File: config.mk
export PLATFORM = sky130hd
export DESIGN_NAME = alu_pipe
export DESIGN_NICKNAME = d
export VERILOG_FILES = /design/src/rtl/alu_pkg.sv /design/src/rtl/alu_mul_iter.sv /design/src/rtl/alu_pipe.sv
export SDC_FILE = /design/constraint.sdc
export NUM_CORES = 1
export LEC_CHECK = 0
export ABC_AREA = 1
export BUFFER_PORTS_ARGS = -buffer_cell sky130_fd_sc_hd__buf_2
export CAP_MARGIN = 20
export CORE_MARGIN = 2
export CORE_UTILIZATION = 47
export CTS_CLUSTER_DIAMETER = 200
export DETAILED_ROUTE_END_ITERATION = 7
export SLEW_MARGIN = 20
export SYNTH_ARGS = -nofsm -noshare
export SYNTH_HDL_FRONTEND = slang
export SYNTH_SLANG_ARGS = --single-unit
File: constraint.sdc
create_clock -name clk -period 3.54 [get_ports clk]
set_input_delay 0.354 -clock clk [delete_from_list [all_inputs] [get_ports clk]]
set_output_delay 0.354 -clock clk [all_outputs]
set_load 0.01 [all_outputs]
File: src/rtl/alu_pkg.sv
// Shared opcodes, flag bit positions and FSM state type for the pipelined ALU.
package alu_pkg;

  localparam logic [3:0] OP_ADD = 4'd0;
  localparam logic [3:0] OP_SUB = 4'd1;
  localparam logic [3:0] OP_AND = 4'd2;
  localparam logic [3:0] OP_OR  = 4'd3;
  localparam logic [3:0] OP_SLL = 4'd4;
  localparam logic [3:0] OP_SRL = 4'd5;
  localparam logic [3:0] OP_SRA = 4'd6;
  localparam logic [3:0] OP_ROL = 4'd7;
  localparam logic [3:0] OP_XOR = 4'd8;
  localparam logic [3:0] OP_SLT = 4'd9;
  localparam logic [3:0] OP_MUL = 4'd10;

  localparam int FZ = 3;
  localparam int FV = 2;
  localparam int FN = 1;
  localparam int FC = 0;

  typedef enum logic {
    IDLE = 1'b0,
    MUL  = 1'b1
  } state_t;

endpackage

File: src/rtl/alu_mul_iter.sv
// Shift-and-add multiplier: one multiplicand bit per cycle, DSIZE cycles per product.
module alu_mul_iter #(
  parameter int DSIZE = 16,
  parameter int SHW   = $clog2(DSIZE)
) (
  input  logic             clk,
  input  logic             rst,
  input  logic             clear,
  input  logic             start,
  input  logic [DSIZE-1:0] mcand,
  input  logic [DSIZE-1:0] mplier,
  output logic             busy,
  output logic             done,
  output logic [DSIZE-1:0] product
);

  logic [DSIZE-1:0] mcand_q;
  logic [DSIZE-1:0] mplier_q;
  logic [DSIZE-1:0] acc_q;
  logic [SHW-1:0]   cnt_q;
  logic [DSIZE-1:0] addend;
  logic [DSIZE-1:0] acc_nx;

  assign addend  = mcand_q[cnt_q] ? (mplier_q << cnt_q) : '0;
  assign acc_nx  = acc_q + addend;
  // The completing step's partial product is folded in here so the result
  // is ready at the same edge the last step would have been accumulated.
  assign product = acc_nx;
  assign done    = busy && (cnt_q == SHW'(DSIZE - 1));

  // NOTE: sequential state uses non-blocking assignments so every register
  // samples pre-edge values regardless of statement order.
  always_ff @(posedge clk or posedge rst) begin
    if (rst) begin
      busy     <= 1'b0;
      cnt_q    <= '0;
      acc_q    <= '0;
      mcand_q  <= '0;
      mplier_q <= '0;
    end else if (clear) begin
      busy  <= 1'b0;
      cnt_q <= '0;
      acc_q <= '0;
    end else if (start) begin
      busy     <= 1'b1;
      cnt_q    <= '0;
      acc_q    <= '0;
      mcand_q  <= mcand;
      mplier_q <= mplier;
    end else if (busy) begin
      if (done) begin
        busy  <= 1'b0;
        cnt_q <= '0;
        acc_q <= '0;
      end else begin
        cnt_q <= cnt_q + SHW'(1);
        acc_q <= acc_nx;
      end
    end
  end

endmodule

File: src/rtl/alu_pipe.sv
// Registered EX-stage ALU with valid/ready handshakes; single-cycle ops finish
// in one edge, MUL runs iteratively in alu_mul_iter.
module alu_pipe
  import alu_pkg::*;
#(
  parameter int DSIZE = 16,
  parameter int SHW   = $clog2(DSIZE)
) (
  input  logic             clk,
  input  logic             rst,
  input  logic             in_valid,
  output logic             in_ready,
  input  logic [3:0]       op,
  input  logic [DSIZE-1:0] a,
  input  logic [DSIZE-1:0] b,
  input  logic [SHW-1:0]   imm,
  input  logic             flush,
  output logic             out_valid,
  input  logic             out_ready,
  output logic [DSIZE-1:0] out,
  output logic [3:0]       flag
);

  state_t state, state_nx;

  logic             accept;
  logic             single_ld;
  logic             mul_start;
  logic             mul_busy;
  logic             mul_done;
  logic             mul_fire;
  logic [DSIZE-1:0] mul_product;

  logic [DSIZE:0]     sum;
  logic [DSIZE-1:0]   diff;
  logic [2*DSIZE-1:0] rot;
  logic [DSIZE-1:0]   alu_res;
  logic               alu_v;
  logic               alu_c;
  logic [DSIZE-1:0]   ld_val;
  logic [3:0]         ld_flag;

  assign in_ready  = (state == IDLE) && (!out_valid || out_ready) && !flush;
  assign accept    = in_valid && in_ready;
  assign single_ld = accept && (op != OP_MUL);
  assign mul_start = accept && (op == OP_MUL);
  assign mul_fire  = (state == MUL) && mul_done && !flush;

  alu_mul_iter #(.DSIZE(DSIZE), .SHW(SHW)) u_mul (
    .clk     (clk),
    .rst     (rst),
    .clear   (flush),
    .start   (mul_start),
    .mcand   (a),
    .mplier  (b),
    .busy    (mul_busy),
    .done    (mul_done),
    .product (mul_product)
  );

  assign sum  = {1'b0, a} + {1'b0, b};
  assign diff = a - b;
  assign rot  = {a, a} << imm;

  // NOTE: every signal driven here gets a default first, so no path through
  // the case can leave it unassigned and infer a latch.
  always_comb begin
    alu_res = '0;
    alu_v   = 1'b0;
    alu_c   = 1'b0;
    unique case (op)
      OP_ADD: begin
        alu_res = sum[DSIZE-1:0];
        alu_c   = sum[DSIZE];
        alu_v   = (a[DSIZE-1] == b[DSIZE-1]) && (sum[DSIZE-1] != a[DSIZE-1]);
      end
      OP_SUB: begin
        alu_res = diff;
        alu_c   = a < b;
        alu_v   = (a[DSIZE-1] != b[DSIZE-1]) && (diff[DSIZE-1] != a[DSIZE-1]);
      end
      OP_AND:  alu_res = a & b;
      OP_OR:   alu_res = a | b;
      OP_XOR:  alu_res = a ^ b;
      OP_SLL:  alu_res = a << imm;
      OP_SRL:  alu_res = a >> imm;
      OP_SRA:  alu_res = $unsigned($signed(a) >>> imm);
      OP_ROL:  alu_res = rot[2*DSIZE-1:DSIZE];
      OP_SLT:  alu_res = {{(DSIZE-1){1'b0}}, $signed(a) < $signed(b)};
      default: alu_res = '0;
    endcase
  end

  // Accepts only happen in IDLE, so the MUL state alone selects the product.
  assign ld_val        = (state == MUL) ? mul_product : alu_res;
  assign ld_flag[FZ]   = (ld_val == '0);
  assign ld_flag[FV]   = (state == IDLE) && alu_v;
  assign ld_flag[FN]   = ld_val[DSIZE-1];
  assign ld_flag[FC]   = (state == IDLE) && alu_c;

  always_ff @(posedge clk or posedge rst) begin
    if (rst) state <= IDLE;
    else     state <= state_nx;
  end

  always_comb begin
    state_nx = state;
    unique case (state)
      IDLE: if (mul_start) state_nx = MUL;
      MUL:  if (flush || mul_done) state_nx = IDLE;
      default: state_nx = IDLE;
    endcase
  end

  always_ff @(posedge clk or posedge rst) begin
    if (rst) begin
      out_valid <= 1'b0;
      out       <= '0;
      flag      <= '0;
    end else if (flush) begin
      out_valid <= 1'b0;
    end else if (single_ld || mul_fire) begin
      out_valid <= 1'b1;
      out       <= ld_val;
      flag      <= ld_flag;
    end else if (out_ready) begin
      out_valid <= 1'b0;
    end
  end

  a_state_tracks_mul : assert property (
    @(posedge clk) disable iff (rst) ((state == MUL) == mul_busy)
  );

endmodule

==> results of run 1 <==
==> worst max-delay path, cell delays in order, from the launching register on <==
cell      delay, ns
dfrtp_2        0.46
inv_4          0.12
buf_4          0.14
nand2_1        0.05
nand3_1        0.06
nand2_1        0.05
nand2_1        0.06
nand2_1        0.07
inv_1          0.10
nand2_4        0.09
o221ai_1       0.09
inv_1          0.11
ha_2           0.39
nand2_1        0.09
nor2_1         0.15
inv_1          0.09
nor4_2         0.15
nand2_1        0.08
nand2b_1       0.13
nand3_1        0.13
nand3_1        0.14
nand2_1        0.07
nor2_1         0.08
nand2_1        0.06
nor2_1         0.08
nand3_1        0.07
nand2_1        0.06
==> worst paths after layout <==
kind	startpoint	end	slack (ns)	cells after the start
setup / recovery	u_mul.cnt_q[0]$_DFFE_PP0P_	flag[3]$_DFFE_PP0P_	0.32	26
max in group asynchronous	rst	out[7]$_DFFE_PP0P_	2.70	3
setup reg to reg	u_mul.cnt_q[0]$_DFFE_PP0P_	flag[3]$_DFFE_PP0P_	0.32	26
hold / removal	rst	u_mul.mcand_q[12]$_DFFE_PP0P_	0.15	2
hold reg to reg	flag[2]$_DFFE_PP0P_	flag[2]$_DFFE_PP0P_	0.49	1
min in group clk	flush	u_mul.busy$_DFF_PP0_	0.23	2
==> area by class of cell <==
| type | count | share of cell area, % |
|---|---|---|
| Inverter | 187 | 6.88 |
| Sequential cell | 74 | 17.9 |
| Multi-Input combinational cell | 1302 | 63.8 |
| Clock buffer | 10 | 2.30 |
| Clock inverter | 6 | 0.687 |
| Tap cell | 270 | 3.26 |
| Timing Repair Buffer | 91 | 5.23 |
==> cell usage in the layout (no fill, tap or decap), drive strengths merged, types with 2 or more instances in the layout <==
master	netlist	layout
a21o	3	3
a21oi	61	61
a22o	9	9
a31oi	18	18
a32o	4	4
and2	5	5
buf	56	91
clkbuf	14	10
clkinv	2	2
clkinvlp	0	2
dfrtp	74	74
fa	3	3
ha	64	64
inv	185	188
mux2i	2	2
nand2	592	592
nand3	217	217
nand3b	6	6
nand4	19	19
nor2	149	149
nor3	9	9
nor4	2	2
o211ai	6	6
o21ai	94	94
o21bai	8	8
o22ai	5	5
or2	4	4
xnor2	3	3
xor2	8	8
==> through the flow <==
stage | hold slack (ns) | cells | utilization, %
after floorplan | 0.417 | 1633 | -
after global placement | 0.479 | 1924 | 50.0
after detailed placement | 0.484 | 1924 | 50.0
after CTS | 0.226 | 1940 | 51.6
after global routing | 0.223 | 1940 | 51.8
final | 0.147 | 1940 | 51.8
==> cell families (layout without fill, tap and decap cells) <==
kind of cell    Yosys count  after routing  synth area share (%)
simple gates           1006           1006                  45.8
buf+inv                 257            294                  11.5
compound gates          216            216                  13.0
flops                    74             74                  19.4
fa+ha+maj                67             67                  9.04
xor+xnor                 11             11                  1.01
mux                       2              2                 0.210
==> power by group <==
part	internal (µW)	switching, µW	leakage [µW]
Clock	572	382	0.000146
Sequential	974	70.8	0.000921
Combinational	443	954	0.00464
==> flip-flops by register name, indices dropped and copies added, names as in the netlist <==
name	count
u_mul.acc_q	16
u_mul.mcand_q	16
u_mul.busy	1
state	1
u_mul.mplier_q	16
out_valid	1
out	15
u_mul.cnt_q	4
flag	4
==> per-layer routing <==
metal / up-vias / track usage, % / share of wire, %
li1: 5336 / - / -
met1: 4857 / 43.0 / 43
met2: 406 / 52.7 / 45
met3: 85 / 4.66 / 7.0
met4: 0 / 16.0 / 5.1
met5: - / 0 / 0
==> cells in the mapped netlist (all sizes together) (8+ instances only) <==
| cell type | n |
|---|---|
| ha | 64 |
| nor2 | 149 |
| dfrtp | 74 |
| o21ai | 94 |
| clkbuf | 14 |
| buf | 56 |
| o21bai | 8 |
| a31oi | 18 |
| inv | 185 |
| a21oi | 61 |
| a22o | 9 |
| nand4 | 19 |
| xor2 | 8 |
| nand3 | 217 |
| nor3 | 9 |
| nand2 | 592 |
==> impl_metrics.py, run 1 <==
metrics = {
    "worst_setup_path": {
        "path_class": "reg -> reg",
        "cp-end-kind": "register",
        "worstSetupStartpointType": "register",
        "worstPathArrival_ns": 3.51,
        "required_ns": 3.83,
        "cp_max_fo": 9,
    },
    "pwr": {
        "irDropWorstVdd_mv": 0.181,
        "power.density_mw_per_mm2": 327,
        "p_leak_uw": 0.00570,
        "p_total_uw": 3400,
    },
    "final_layout": {
        "multiInputGateArea_mm2": 0.00662,
        "area_delta_synth_final_pct": 8.97,
        "diodes": 0,
        "regArea_mm2": 0.00185,
        "fill_cells": 2175,
        "drive_gt1_share_pct": 10.8,
        "fin_nets": 1777,
        "fin_area_mm2": 0.0104,
    },
    "placement": {
        "pre_cts_slack_ns": 0.235,
        "place_congestion": 0.951,
        "dpl_cell_area_mm2": 0.0100,
        "port-buffer-count": 66,
        "dpl.hpwl_um": 28400,
    },
    "clock_network": {
        "cts_tree": "done",
        "numCtsBuffers": 9,
        "cts_root_buf": "clkbuf_16",
        "clock_sinks": 74,
        "ctsResizeCount": 0,
        "cts.path.max_buffers": 2,
        "clk_pin_slew_ns": 0.07,
        "cts_max_level": 3,
        "cts_hold_buf": 0,
        "post_cts_buffers": 0,
        "clk_latency_ns": 0.34,
    },
    "synth": {
        "synth_area_leaders": "nand2_1, dfrtp_1, nand3_1, ha_1, inv_1",
        "syn_area_per_cell_um2": 5.83,
        "async_reset_ff_share_pct": 100,
        "synth.largest_area_cell": "nand2_1",
        "synthCells": 1633,
        "synth_seq_cells": 74,
        "yosysWarnings": 0,
        "syn_area_mm2": 0.00952,
        "yosys.cell_types.count": 57,
        "synth_ff_type": "dfrtp_1",
        "syn-num-nets": 1745,
        "synth_edf_count": 0,
        "yosysTopAreaCellShare_pct": 22.1,
        "synth_seq_area_share_pct": 19.4,
    },
    "timing": {
        "worstMarginPinSlew_ns": 0.753,
        "fin_ws_ns": 0.320,
        "maxSlewHeadroom_pct": 49.8,
        "drv_slew": 0,
        "period_needed_ns": 3.22,
        "fin_setup_tns_ns": 0,
        "fin_crit_sh_pct": 91.0,
        "setup_viol": 0,
        "finalHoldViolations": 0,
        "worst_clock_skew_ns": 0.0105,
        "fmaxAchievable_mhz": 311,
    },
    "flow_run": {
        "drv_cap": 0,
    },
    "detailed_routing": {
        "viasPerCell": 5.51,
        "drt_first_pass_iters": 5,
        "drt_iter0_markers": 884,
        "routed_wl_um": 35100,
        "route.detailed.drc": 0,
        "wl_per_cell_um": 18.1,
        "ant_nets": 0,
        "dr_total_vias": 10684,
    },
    "die": {
        "dieArea_mm2": 0.0214,
        "std_cell_rows": 52,
        "start_util_pct": 47.5,
        "dieHeight_um": 146,
        "die_x_um": 146,
        "coreArea_mm2": 0.0200,
        "pin_count": 67,
    },
    "global_routing": {
        "grt_use_total_pct": 32.7,
        "antenna_found_initial": 1,
        "gr-total-overflow": 0,
        "grt_max_degree": 61,
        "grt_pass1_wl_um": 54700,
        "first_global_vias": 10000,
    },
    "run_status": {
        "outcome": "complete, no violations",
    },
    "worst_hold_path": {
        "hold_class": "in -> async",
    },
}
Power figures use the tool's default switching activity.
==> run 2, diff against run 1 <==
Settings changed: ABC_AREA 1 to not set.
==> run 2 against run 1 <==
Compared with the run above:
- the flow now finishes with violations (setup timing)
- final cell count decreased by 26%
- cell area increased by 5.2%
- combinational power about the same
- sequential cell count unchanged
- synthesized cell count decreased by 36%
- critical path type unchanged
- sequential share of layout area decreased by 0.89 points
- die area decreased by 7.6%
- total power increased by 1.1%
- largest cell class unchanged
- via count decreased by 14%
- hold slack improved by 0.025 ns
- critical path depth decreased by 9
==> impl_metrics.py, run 2 <==
metrics = {
    "synth": {
        "yosysWarnings": 0,
        "synthTopCellsByCount": "nand2_1, nor2_1, dfrtp_1, ha_1, o21ai_0",
        "synth_most_common_cell": "nand2_1",
        "yosysTopAreaCellShare_pct": 21.1,
        "yosys.cell_types.count": 87,
        "synth_seq_area_share_pct": 21.1,
        "syn_area_mm2": 0.00878,
        "synth_seq_cells": 74,
        "synth_ff_type": "dfrtp_1",
        "synth_edf_count": 0,
        "syn_area_per_cell_um2": 8.39,
        "async_reset_ff_share_pct": 100,
        "synthCells": 1047,
        "synth.largest_area_cell": "dfrtp_1",
        "synth_area_leaders": "dfrtp_1, ha_1, mux4_2, nand2_1, mux2i_1",
        "syn-num-nets": 1159,
    },
    "die": {
        "std_cell_rows": 49,
        "dieArea_mm2": 0.0198,
        "coreArea_mm2": 0.0181,
        "dieHeight_um": 141,
        "start_util_pct": 48.4,
        "pin_count": 67,
        "die_x_um": 141,
    },
    "global_routing": {
        "first_global_vias": 8805,
        "gr-total-overflow": 0,
        "antenna_found_initial": 0,
        "grt_use_total_pct": 34.3,
        "grt_pass1_wl_um": 52000,
        "grt_max_degree": 67,
    },
    "timing": {
        "fin_ws_ns": -0.216,
        "worst_clock_skew_ns": 0.0155,
        "maxSlewHeadroom_pct": 26.1,
        "fmaxAchievable_mhz": 266,
        "period_needed_ns": 3.76,
        "finalHoldViolations": 0,
        "fin_setup_tns_ns": -0.763,
        "drv_slew": 0,
        "worstMarginPinSlew_ns": 1.11,
        "setup_viol": 6,
        "fin_crit_sh_pct": 106,
        "rsz0062_at_grt": "yes",
    },
    "detailed_routing": {
        "top_layer_used": "met4",
        "drt_first_pass_iters": 5,
        "routedLengthMet1_um": 14100,
        "viasPerCell": 6.40,
        "wl_per_cell_um": 23.7,
        "routed_wl_um": 34000,
        "met2_length_um": 15700,
        "route.detailed.drc": 0,
        "drt_iter0_markers": 874,
        "wl_met3_um": 2450,
        "ant_nets": 0,
        "dr_total_vias": 9191,
    },
    "pwr": {
        "irDropWorstVdd_mv": 0.217,
        "p_leak_uw": 0.00491,
        "power.density_mw_per_mm2": 315,
    },
    "final_layout": {
        "fill_cells": 1675,
        "fin_nets": 1313,
        "area_delta_synth_final_pct": 24.4,
        "diodes": 0,
        "mostFrequentLayoutCells": "buf_4, nand2_1, nor2_1",
        "multiInputGateArea_mm2": 0.00669,
        "final_util_pct": 60.2,
        "reg_top3": "u_mul.acc_q (16), u_mul.mcand_q (16), u_mul.mplier_q (16)",
        "regArea_mm2": 0.00185,
        "drive_gt1_share_pct": 30.6,
        "final_common_cell": "buf_4",
    },
    "run_status": {
        "outcome": "finished with violations",
        "violations": "setup timing",
    },
    "clock_network": {
        "cts_max_level": 3,
        "clk_pin_slew_ns": 0.07,
        "numCtsBuffers": 9,
        "clock_sinks": 74,
        "clk_latency_ns": 0.36,
        "cts_tree": "done",
        "cts.path.max_buffers": 2,
        "cts_root_buf": "clkbuf_16",
    },
    "worst_hold_path": {
        "hold_class": "in -> async",
    },
    "worst_setup_path": {
        "path_cells": "mux4_2 > o21bai_4 > nor2_2 > ha_4 > buf_6 > a211oi_2 > buf_4 > nor4_4 > buf_4 > o31ai_4 > a31oi_1 > or2_1 > a21o_1 > a21oi_2 > xnor2_2 > a21oi_2 > a32o_2",
        "r2r_cells": 17,
        "cp_top_family": "compound AO/OA/AOI/OAI gates",
        "worstPathArrival_ns": 4.00,
        "path_buf_inv": 3,
        "cp_max_fo": 4,
        "cp-end-kind": "register",
        "path_class": "reg -> reg",
        "crit_path_max_incr_delay_ns": 0.59,
        "reg2reg_slack_ns": -0.22,
        "required_ns": 3.78,
        "worstSetupStartpointType": "register",
        "r2r_start": "u_mul.cnt_q[0]$_DFFE_PP0P_",
        "cp_slowest_cell": "mux4_2",
        "r2r_end": "flag[3]$_DFFE_PP0P_",
    },
    "placement": {
        "port-buffer-count": 66,
        "dpl.hpwl_um": 26800,
        "place_congestion": 0.996,
    },
    "flow_run": {
        "drv_cap": 0,
    },
}
[run 2: layout make-up]
| cell class | instances | share of cell area (%) |
|---|---|---|
| Clock buffer | 9 | 2.06 |
| Clock inverter | 7 | 0.756 |
| Inverter | 51 | 1.80 |
| Multi-Input combinational cell | 838 | 61.3 |
| Sequential cell | 74 | 17.0 |
| Tap cell | 229 | 2.62 |
| Timing Repair Buffer | 227 | 14.5 |
[run 2: report_power, final]
| part | switching, µW | internal, µW | total (µW) |
|---|---|---|---|
| Sequential | 96.1 | 960 | 1060 |
| Combinational | 792 | 608 | 1400 |
| Clock | 420 | 559 | 979 |
[run 2: how the worst max path moves through the flow]
stage	startpoint	end	slack, ns	depth (start not counted)
floorplan	u_mul.cnt_q[0]$_DFFE_PP0P_	flag[3]$_DFFE_PP0P_	-0.005	16
global placement	u_mul.cnt_q[0]$_DFFE_PP0P_	flag[3]$_DFFE_PP0P_	-0.13	16
detailed placement	u_mul.cnt_q[0]$_DFFE_PP0P_	flag[3]$_DFFE_PP0P_	-0.17	16
CTS	u_mul.cnt_q[0]$_DFFE_PP0P_	flag[3]$_DFFE_PP0P_	-0.14	18
global route	u_mul.cnt_q[0]$_DFFE_PP0P_	flag[3]$_DFFE_PP0P_	-0.34	17
finish	u_mul.cnt_q[0]$_DFFE_PP0P_	flag[3]$_DFFE_PP0P_	-0.22	17
[run 2: timing repair]
action / 4_1_cts / 5_1_grt
gates cloned: 0 / 0
buffers inserted: 4 / 7
hold buffers: 0 / 0
pin swaps: 26 / 22
gates resized for setup: 15 / 42
setup endpoints to repair: 6 / 9
[run 2: metrics by stage]
stage	worst slack [ns]	total power, µW	instance area (µm²)	cells	hold WS (ns)
after floorplan	-0.00480	1840	8850	1047	0.442
after global placement	-0.132	2380	10300	1409	0.457
after detailed placement	-0.168	2390	10300	1409	0.466
after CTS	-0.137	3390	10700	1428	0.208
after global routing	-0.342	3600	10900	1435	0.258
final	-0.216	3430	10900	1435	0.172
[run 2: layer usage]
layer,vias to the layer above,GRT usage [%]
met3,107,5.50
met1,4410,45.5
li1,4235,-
met5,-,0
met2,439,55.5
met4,0,15.1
[run 2: logic make-up after synthesis]
family,share of synthesized area (%)
buffers and inverters,6.47
and+or+nand+nor,17.1
muxes,15.8
DFF,21.1
adders and majority gates,9.80
xor gates and xnor gates,2.49
AOI/OAI and AO/OA,27.2
